## src/rtl/somasub_pkg.sv

```systemverilog
// Shared types and op encoding for the digit-serial add/subtract unit.
package somasub_pkg;

  typedef enum logic [1:0] {
    IDLE = 2'd0,
    BUSY = 2'd1,
    DONE = 2'd2
  } state_t;

  localparam logic [1:0] OP_ADD = 2'b00;
  localparam logic [1:0] OP_SUB = 2'b01;
  localparam logic [1:0] OP_SAT = 2'b10;

  localparam int OP_SUB_BIT = 0;
  localparam int OP_SAT_BIT = 1;

endpackage

```

## src/rtl/somasub_digit.sv

```systemverilog
// Combinational DIGIT-bit ripple adder; also exposes the carry into its top bit
// so the caller can derive signed overflow on the final slice.
module somasub_digit #(
  parameter int DIGIT = 2
) (
  input  logic             cin,
  input  logic [DIGIT-1:0] x,
  input  logic [DIGIT-1:0] y,
  output logic [DIGIT-1:0] sum,
  output logic             cout,
  output logic             c_msb
);

  always_comb begin
    logic c;
    c     = cin;
    sum   = '0;
    c_msb = cin;
    for (int i = 0; i < DIGIT; i++) begin
      if (i == DIGIT - 1) c_msb = c;
      sum[i] = x[i] ^ y[i] ^ c;
      c      = (x[i] & y[i]) | (c & (x[i] ^ y[i]));
    end
    cout = c;
  end

endmodule

```

## src/rtl/somasub_serial.sv

```systemverilog
// Digit-serial add/subtract with optional signed saturation; one DIGIT slice
// per cycle, result and flags published only when the last slice completes.
module somasub_serial
  import somasub_pkg::*;
#(
  parameter int WIDTH = 8,
  parameter int DIGIT = 2
) (
  input  logic             clk,
  input  logic             rst_n,
  input  logic             start,
  input  logic [1:0]       op,
  input  logic [WIDTH-1:0] a,
  input  logic [WIDTH-1:0] b,
  output logic             busy,
  output logic             done,
  output logic [WIDTH-1:0] r,
  output logic             carry,
  output logic             ovf,
  output logic             zero,
  output logic             sign
);

  localparam int STEPS = WIDTH / DIGIT;
  localparam int CNT_W = (STEPS > 1) ? $clog2(STEPS) : 1;

  state_t             state;
  logic [CNT_W-1:0]   cnt;
  logic [WIDTH-1:0]   a_sh_p0;
  logic [WIDTH-1:0]   b_sh_p0;
  logic [WIDTH-1:0]   acc_p0;
  logic               cin_p0;
  logic [1:0]         op_p0;
  logic               a_msb_p0;

  logic [DIGIT-1:0]   d_sum;
  logic               d_cout;
  logic               d_cmsb;
  logic [WIDTH-1:0]   sum_full;
  logic               ovf_fin;
  logic               carry_fin;
  logic signed [WIDTH-1:0] r_fin;
  logic               start_ok;

  function automatic logic signed [WIDTH-1:0] saturate(
    input logic signed [WIDTH-1:0] raw,
    input logic                    v,
    input logic                    sat,
    input logic                    neg
  );
    logic signed [WIDTH-1:0] lim;
    lim = neg ? {1'b1, {(WIDTH-1){1'b0}}} : {1'b0, {(WIDTH-1){1'b1}}};
    return (sat && v) ? lim : raw;
  endfunction

  somasub_digit #(.DIGIT(DIGIT)) u_digit (
    .cin   (cin_p0),
    .x     (a_sh_p0[DIGIT-1:0]),
    .y     (b_sh_p0[DIGIT-1:0]),
    .sum   (d_sum),
    .cout  (d_cout),
    .c_msb (d_cmsb)
  );

  // New slice enters at the top; after STEPS shifts the LSB slice sits at bit 0.
  assign sum_full  = WIDTH'({d_sum, acc_p0} >> DIGIT);
  assign ovf_fin   = d_cmsb ^ d_cout;
  assign carry_fin = op_p0[OP_SUB_BIT] ? ~d_cout : d_cout;
  assign r_fin     = saturate($signed(sum_full), ovf_fin, op_p0[OP_SAT_BIT], a_msb_p0);
  assign start_ok  = start && ((state == IDLE) || (state == DONE));

  // Operand capture and slice shifting
  always_ff @(posedge clk) begin
    if (start_ok) begin
      a_sh_p0  <= a;
      b_sh_p0  <= op[OP_SUB_BIT] ? ~b : b;
      cin_p0   <= op[OP_SUB_BIT];
      op_p0    <= op;
      a_msb_p0 <= a[WIDTH-1];
    end else if (state == BUSY) begin
      a_sh_p0 <= a_sh_p0 >> DIGIT;
      b_sh_p0 <= b_sh_p0 >> DIGIT;
      acc_p0  <= sum_full;
      cin_p0  <= d_cout;
    end
  end

  // Control FSM and published result
  always_ff @(posedge clk or negedge rst_n) begin
    if (!rst_n) begin
      state <= IDLE;
      cnt   <= '0;
      busy  <= 1'b0;
      done  <= 1'b0;
      r     <= '0;
      carry <= 1'b0;
      ovf   <= 1'b0;
      zero  <= 1'b0;
      sign  <= 1'b0;
    end else begin
      case (state)
        IDLE, DONE: begin
          done <= 1'b0;
          if (start) begin
            state <= BUSY;
            busy  <= 1'b1;
            cnt   <= '0;
          end else begin
            state <= IDLE;
          end
        end
        BUSY: begin
          if (cnt == CNT_W'(STEPS - 1)) begin
            state <= DONE;
            busy  <= 1'b0;
            done  <= 1'b1;
            r     <= r_fin;
            carry <= carry_fin;
            ovf   <= ovf_fin;
            zero  <= (r_fin == '0);
            sign  <= r_fin[WIDTH-1];
          end else begin
            cnt <= cnt + 1'b1;
          end
        end
        default: begin
          state <= IDLE;
          busy  <= 1'b0;
          done  <= 1'b0;
        end
      endcase
    end
  end

endmodule

```

## config.mk

```make
export PLATFORM = sky130hd
export DESIGN_NAME = somasub_serial
export DESIGN_NICKNAME = d
export VERILOG_FILES = /design/src/rtl/somasub_pkg.sv /design/src/rtl/somasub_digit.sv /design/src/rtl/somasub_serial.sv
export SDC_FILE = /design/constraint.sdc
export NUM_CORES = 1
export LEC_CHECK = 0
export ABC_AREA = 1
export BUFFER_PORTS_ARGS = -buffer_cell sky130_fd_sc_hd__buf_2
export CORE_UTILIZATION = 25
export DETAILED_ROUTE_END_ITERATION = 8
export GPL_TIMING_DRIVEN = 0
export PLACE_DENSITY = 0.4
export SLEW_MARGIN = 5
export SYNTH_ARGS = -nofsm -noshare
export SYNTH_HDL_FRONTEND = slang
export SYNTH_SLANG_ARGS = --single-unit
```

## constraint.sdc

```tcl
create_clock -name clk -period 3.55 [get_ports clk]
set_input_delay 1.065 -clock clk [delete_from_list [all_inputs] [get_ports clk]]
set_output_delay 1.065 -clock clk [all_outputs]
set_load 0.02 [all_outputs]
```

### Word-level counts from Yosys, hierarchy flattened

Cells that the tools add are included.
W data, S select, Z words.

| storage, ports and cells | value |
|---|---|
| input port bits | 21 |
| output and inout port bits | 14 |
| word-level logic and storage cells | 69 |
| flip-flop bits (word level) | 46 |

| cells by class | value |
|---|---|
| add/sub/neg operators | 1 |
| bitwise logic cells | 14 |
| reductions and logical operators | 12 |
| muxes and demuxes | 21 |
| equal/unequal tests | 6 |

Operators with widths:

| operator | count |
|---|---|
| $mux W8 | 7 |
| $logic_not A8 Y1 | 1 |
| $mux W1 | 8 |
| $not A8 Y8 | 1 |
| $pmux W2 S2 | 2 |
| $mux W2 | 3 |
| $reduce_and A2 Y1 | 3 |
| $xor A1 B1 Y1 | 5 |
| $and A1 B1 Y1 | 4 |
| $eq A2 B2 Y1 const B | 2 |
| $ne A2 B2 Y1 const B | 2 |
| $reduce_bool A2 Y1 | 2 |
| $reduce_and A3 Y1 | 1 |
| $add A2 B1 Y2 const B | 1 |
| $eq A2 B1 Y1 const B | 1 |
| $logic_and A1 B1 Y1 | 2 |
| $logic_not A2 Y1 | 1 |
| $ne A2 B1 Y1 const B | 1 |
| $not A1 Y1 | 2 |
| $or A1 B1 Y1 | 2 |
| $pmux W1 S2 | 1 |
| $reduce_or A2 Y1 | 1 |
| $logic_or A1 B1 Y1 | 1 |

### Logic depth before layout (Yosys ltp)

| depth | value |
|---|---|
| depth in word-level cells | 9 |
| gate-level depth with buffers | 11 |
| gate-level depth less buffers | 11 |

### By module

From an unflattened synthesis, not the netlist that was laid out.

| unflattened totals | value |
|---|---|
| cells, all modules | 162 |
| area, all modules | 1830.5 µm² |

By module, submodules not included:

| module | cells each | times used | area an instance (µm²) | sequential area each (µm²) |
|---|---|---|---|---|
| somasub_serial | 160 | 1 | 1790.5 | 1181.1 |
| somasub_digit | 2 | 1 | 40.0 | 0.0 |

### Least setup slack after synthesis

OpenSTA, ideal clock, no wires.

| timing | value |
|---|---|
| path type | input to register |
| start | input port start |
| end | register a_sh_p0[0] (enable) |
| data required time | 3.177 ns |
| data arrival time | 1.722 ns |
| slack | 1.455 ns |
| library setup time | 0.373 ns |
| buffers on the path | 1 |
| stages | 3 |
| cells stage by stage | nand2_2 -> buf_2 -> nand2_1 |

| on the way | value |
|---|---|
| word-level cells in the longest chain between the ends | 2 |

Ends and longest elaborated chain:

| element | line | RTL |
|---|---|---|
| start: declaration | somasub_serial.sv:11 | `input logic start,` |
| $logic_and A1 B1 Y1 | somasub_serial.sv:70 | `assign start_ok = start && ((state == IDLE) \|\| (state == DONE));` |
| $reduce_bool A2 Y1 (no line) | -- |  |
| end signal: assignment | somasub_serial.sv:81 | `a_sh_p0 <= a_sh_p0 >> DIGIT;` |
| end: declaration | somasub_serial.sv:29 | `logic [WIDTH-1:0] a_sh_p0;` |

No other way between the ends.
A chain may end at the register's enable or synchronous reset.

### Final worst setup path

| timing | value |
|---|---|
| start | input port start |
| end | register b_sh_p0[3] (enable) |

| on the way | value |
|---|---|
| word-level cells in the longest chain between the ends | 2 |

Ends and longest elaborated chain:

| element | line | RTL |
|---|---|---|
| $logic_and A1 B1 Y1 | somasub_serial.sv:70 |  |
| $reduce_bool A2 Y1 (no line) | -- |  |
| end signal: assignment | somasub_serial.sv:76 | `b_sh_p0 <= op[OP_SUB_BIT] ? ~b : b;` |
| end signal: assignment | somasub_serial.sv:82 | `b_sh_p0 <= b_sh_p0 >> DIGIT;` |
| end: declaration | somasub_serial.sv:30 | `logic [WIDTH-1:0] b_sh_p0;` |

No other way between the ends.

==> impl_metrics.ini <==
[final_layout]
layoutNonFillerInstCount = 308
multi_input_area_um2 = 558.0
fin_util = 0.3227
area_delta_synth_final_pct = 21.51
layout.nets = 235
drive_gt1_frac = 0.2547
final_area_um2 = 2241
n_antenna_cell = 0
n_fill_cell = 746
seq_area_um2 = 1181

[timing]
finalSetupViolCount = 0
fin_crit_sh = 0.6297
fin_worst_skew_ns = 0.01160
final.min_clock_period_ns = 2.235
clock.fmax_ghz = 0.4474
hold_violations = 0
drv_slew = 0
relSlewSlack = 0.4985
rsz0062_at_grt = no
fin_ws_ns = 1.315
worst_pin_slew_ns = 0.7504
setup_tns_ns = 0

[clocking]
cts_resized = 0
clockBufferDepth = 2
clockRootBuffer = clkbuf_8
cts_buffers = 5
cts_tree = built
postCtsSetupRepairBufs = 0
clkSlewWorstSetupHoldPaths_ns = 0.08
clkLatencyLatePin_ns = 0.30
clock-sinks = 42
hold_buffers = 0
cts_max_level = 2

[logic_synthesis]
yosys.area.top_type = edfxtp_1
synth_cell_type_count = 22
synth.most_common_cell = nand2_1
syn_avg_cell_area_um2 = 10.85
netlist_instances = 170
synth_seq_cells = 42
synth_top_area_frac = 0.4233
synth_commonest_cells = 60 x nand2_1, 26 x edfxtp_1, 16 x dfrtp_1, 14 x inv_1, 11 x o21ai_0
yosys_warnings = 0
synth.net_count = 194
ys.flop_type = edfxtp_1
netlist_area_um2 = 1844
synth_area_leaders = edfxtp_1 42%, dfrtp_1 22%, nand2_1 12%, xnor2_1 3.8%, o21ai_0 3.0%
synth_edf_count = 26
yosysSeqAreaShare = 0.6404
synth-async-reset-ratio = 0.3810

[pwr]
power.density_nw_per_um2 = 947.5
ir_drop_mv = 0.2256
power_leakage_nw = 1.047

[outcome]
status = finished clean

[floorplanning]
row_count = 30
die_area_um2 = 7725
dieHeight_um = 87.89
core_um2 = 6944
io_pins = 35
die-width_um = 87.89
initial_core_util = 0.2656

[place]
hpwlAfterDp_um = 2456
dp_slack_ns = 0.9274
dpl_cell_area_um2 = 2135
gp_congestion = 0.6878
port_buffers = 34
place_inst = 300

[global_routing]
grtUsageTotal = 0.1040
first_global_vias = 1218
antenna_found_initial = 0
grt_pass1_wl_um = 6051
grt_overflow_total = 0
grt_max_degree = 18

[critical_path]
cp-end-kind = flip-flop
arrival_ns = 2.11
worstSetupPathType = input port to flip-flop
crit_path_max_fanout = 17
critical_path.startpoint_type = input port
path_common_cell = buf_2
critPathMaxStageDelay_ns = 0.49
cp_top_family = simple AND/OR/NAND/NOR gates
path_cells = buf_2 -> nand2_2 -> buf_2 -> nand2_1
cp.buffers_inverters = 2
required_ns = 3.42
reg2reg_slack_ns = 1.51
cpMaxStageDelayCell = nand2_1

[run]
maxCapViolCount = 0

[drt]
drc_errors = 0
drtIter0Drc = 35
drtAntennaViolNets = 0
wl_per_cell_um = 11.39
via_count = 1192
viasPerCell = 3.870
wl_um = 3507
first_pass_iters = 4

[min_path]
hold_path_class = flip-flop to flip-flop
[flip-flops by register name, indices dropped and copies added, names as in the netlist]
signal,count
a_sh_p0,8
b_sh_p0,8
r,8
acc_p0,6
cnt,2
op_p0,2
state,2
a_msb_p0,1
busy,1
carry,1
cin_p0,1
ovf,1
zero,1
[worst register-to-register path, delay by kind of cell (launching register included)]
family                     cells  cell delay, ns
and+or+nand+nor                7            0.62
buffers and inverters          2            0.18
DFF                            1            0.41
adders and majority gates      2            0.77
[path summary, 6_finish.rpt]
| kind | end | start | cells after the start |
|---|---|---|---|
| setup / recovery | b_sh_p0[3] | start | 4 |
| hold / removal | acc_p0[5] | acc_p0[7] | 0 |
| setup reg to reg | zero | a_sh_p0[0] | 11 |
| hold reg to reg | acc_p0[5] | acc_p0[7] | 0 |
| max in group asynchronous | r[7] | rst_n | 1 |
| min in group asynchronous | state[0] | rst_n | 1 |
[cells by family after synthesis]
logic type      after synthesis  synth area share
compound gates               16           0.05359
xor+xnor                      9           0.04274
fa+ha+maj                     3           0.02849
buf+inv                      24           0.05698
flops                        42            0.6404
simple gates                 76            0.1778
[placed cells by master (no fill, tap or decap), drive strengths merged, types with 2 or more instances in the layout]
| cell type | n |
|---|---|
| fa | 2 |
| nor2 | 7 |
| nand2 | 62 |
| nand3 | 5 |
| inv | 18 |
| dfrtp | 16 |
| xnor2 | 8 |
| a2bb2oi | 5 |
| edfxtp | 26 |
| o21ai | 11 |
| buf | 39 |
| clkbuf | 7 |
[where the power goes]
part           internal (W)  switching (W)
Clock              0.000211       0.000164
Sequential         0.000833      0.0000918
Combinational      0.000286       0.000538
[area by class of cell]
cell class / count / share of cell area
sequential: 42 / 0.5271
buffer: 5 / 0.01508
clock inverter: 1 / 0.01340
clock buffer: 7 / 0.03406
timing repair buffer: 34 / 0.07594
tap: 96 / 0.05360
inverter: 19 / 0.03183
multi-input combinational: 104 / 0.2490
[per-stage QoR]
step | power [W] | hold WS, ns
4_1_cts | 0.002167 | 0.4660
2_1_floorplan | 0.001535 | 0.4268
5_1_grt | 0.002319 | 0.5070
6_report | 0.002123 | 0.4646
3_3_place_gp | 0.001780 | 0.4428
3_5_place_dp | 0.001785 | 0.4470
[metal layers]
metal / part of all wire / track usage
met3: 0.051 / 0.03205
met5: 0 / 0
met2: 0.44 / 0.1628
met1: 0.49 / 0.1347
met4: 0.016 / 0.04024
Note: power is estimated with default switching activity, not from simulation.
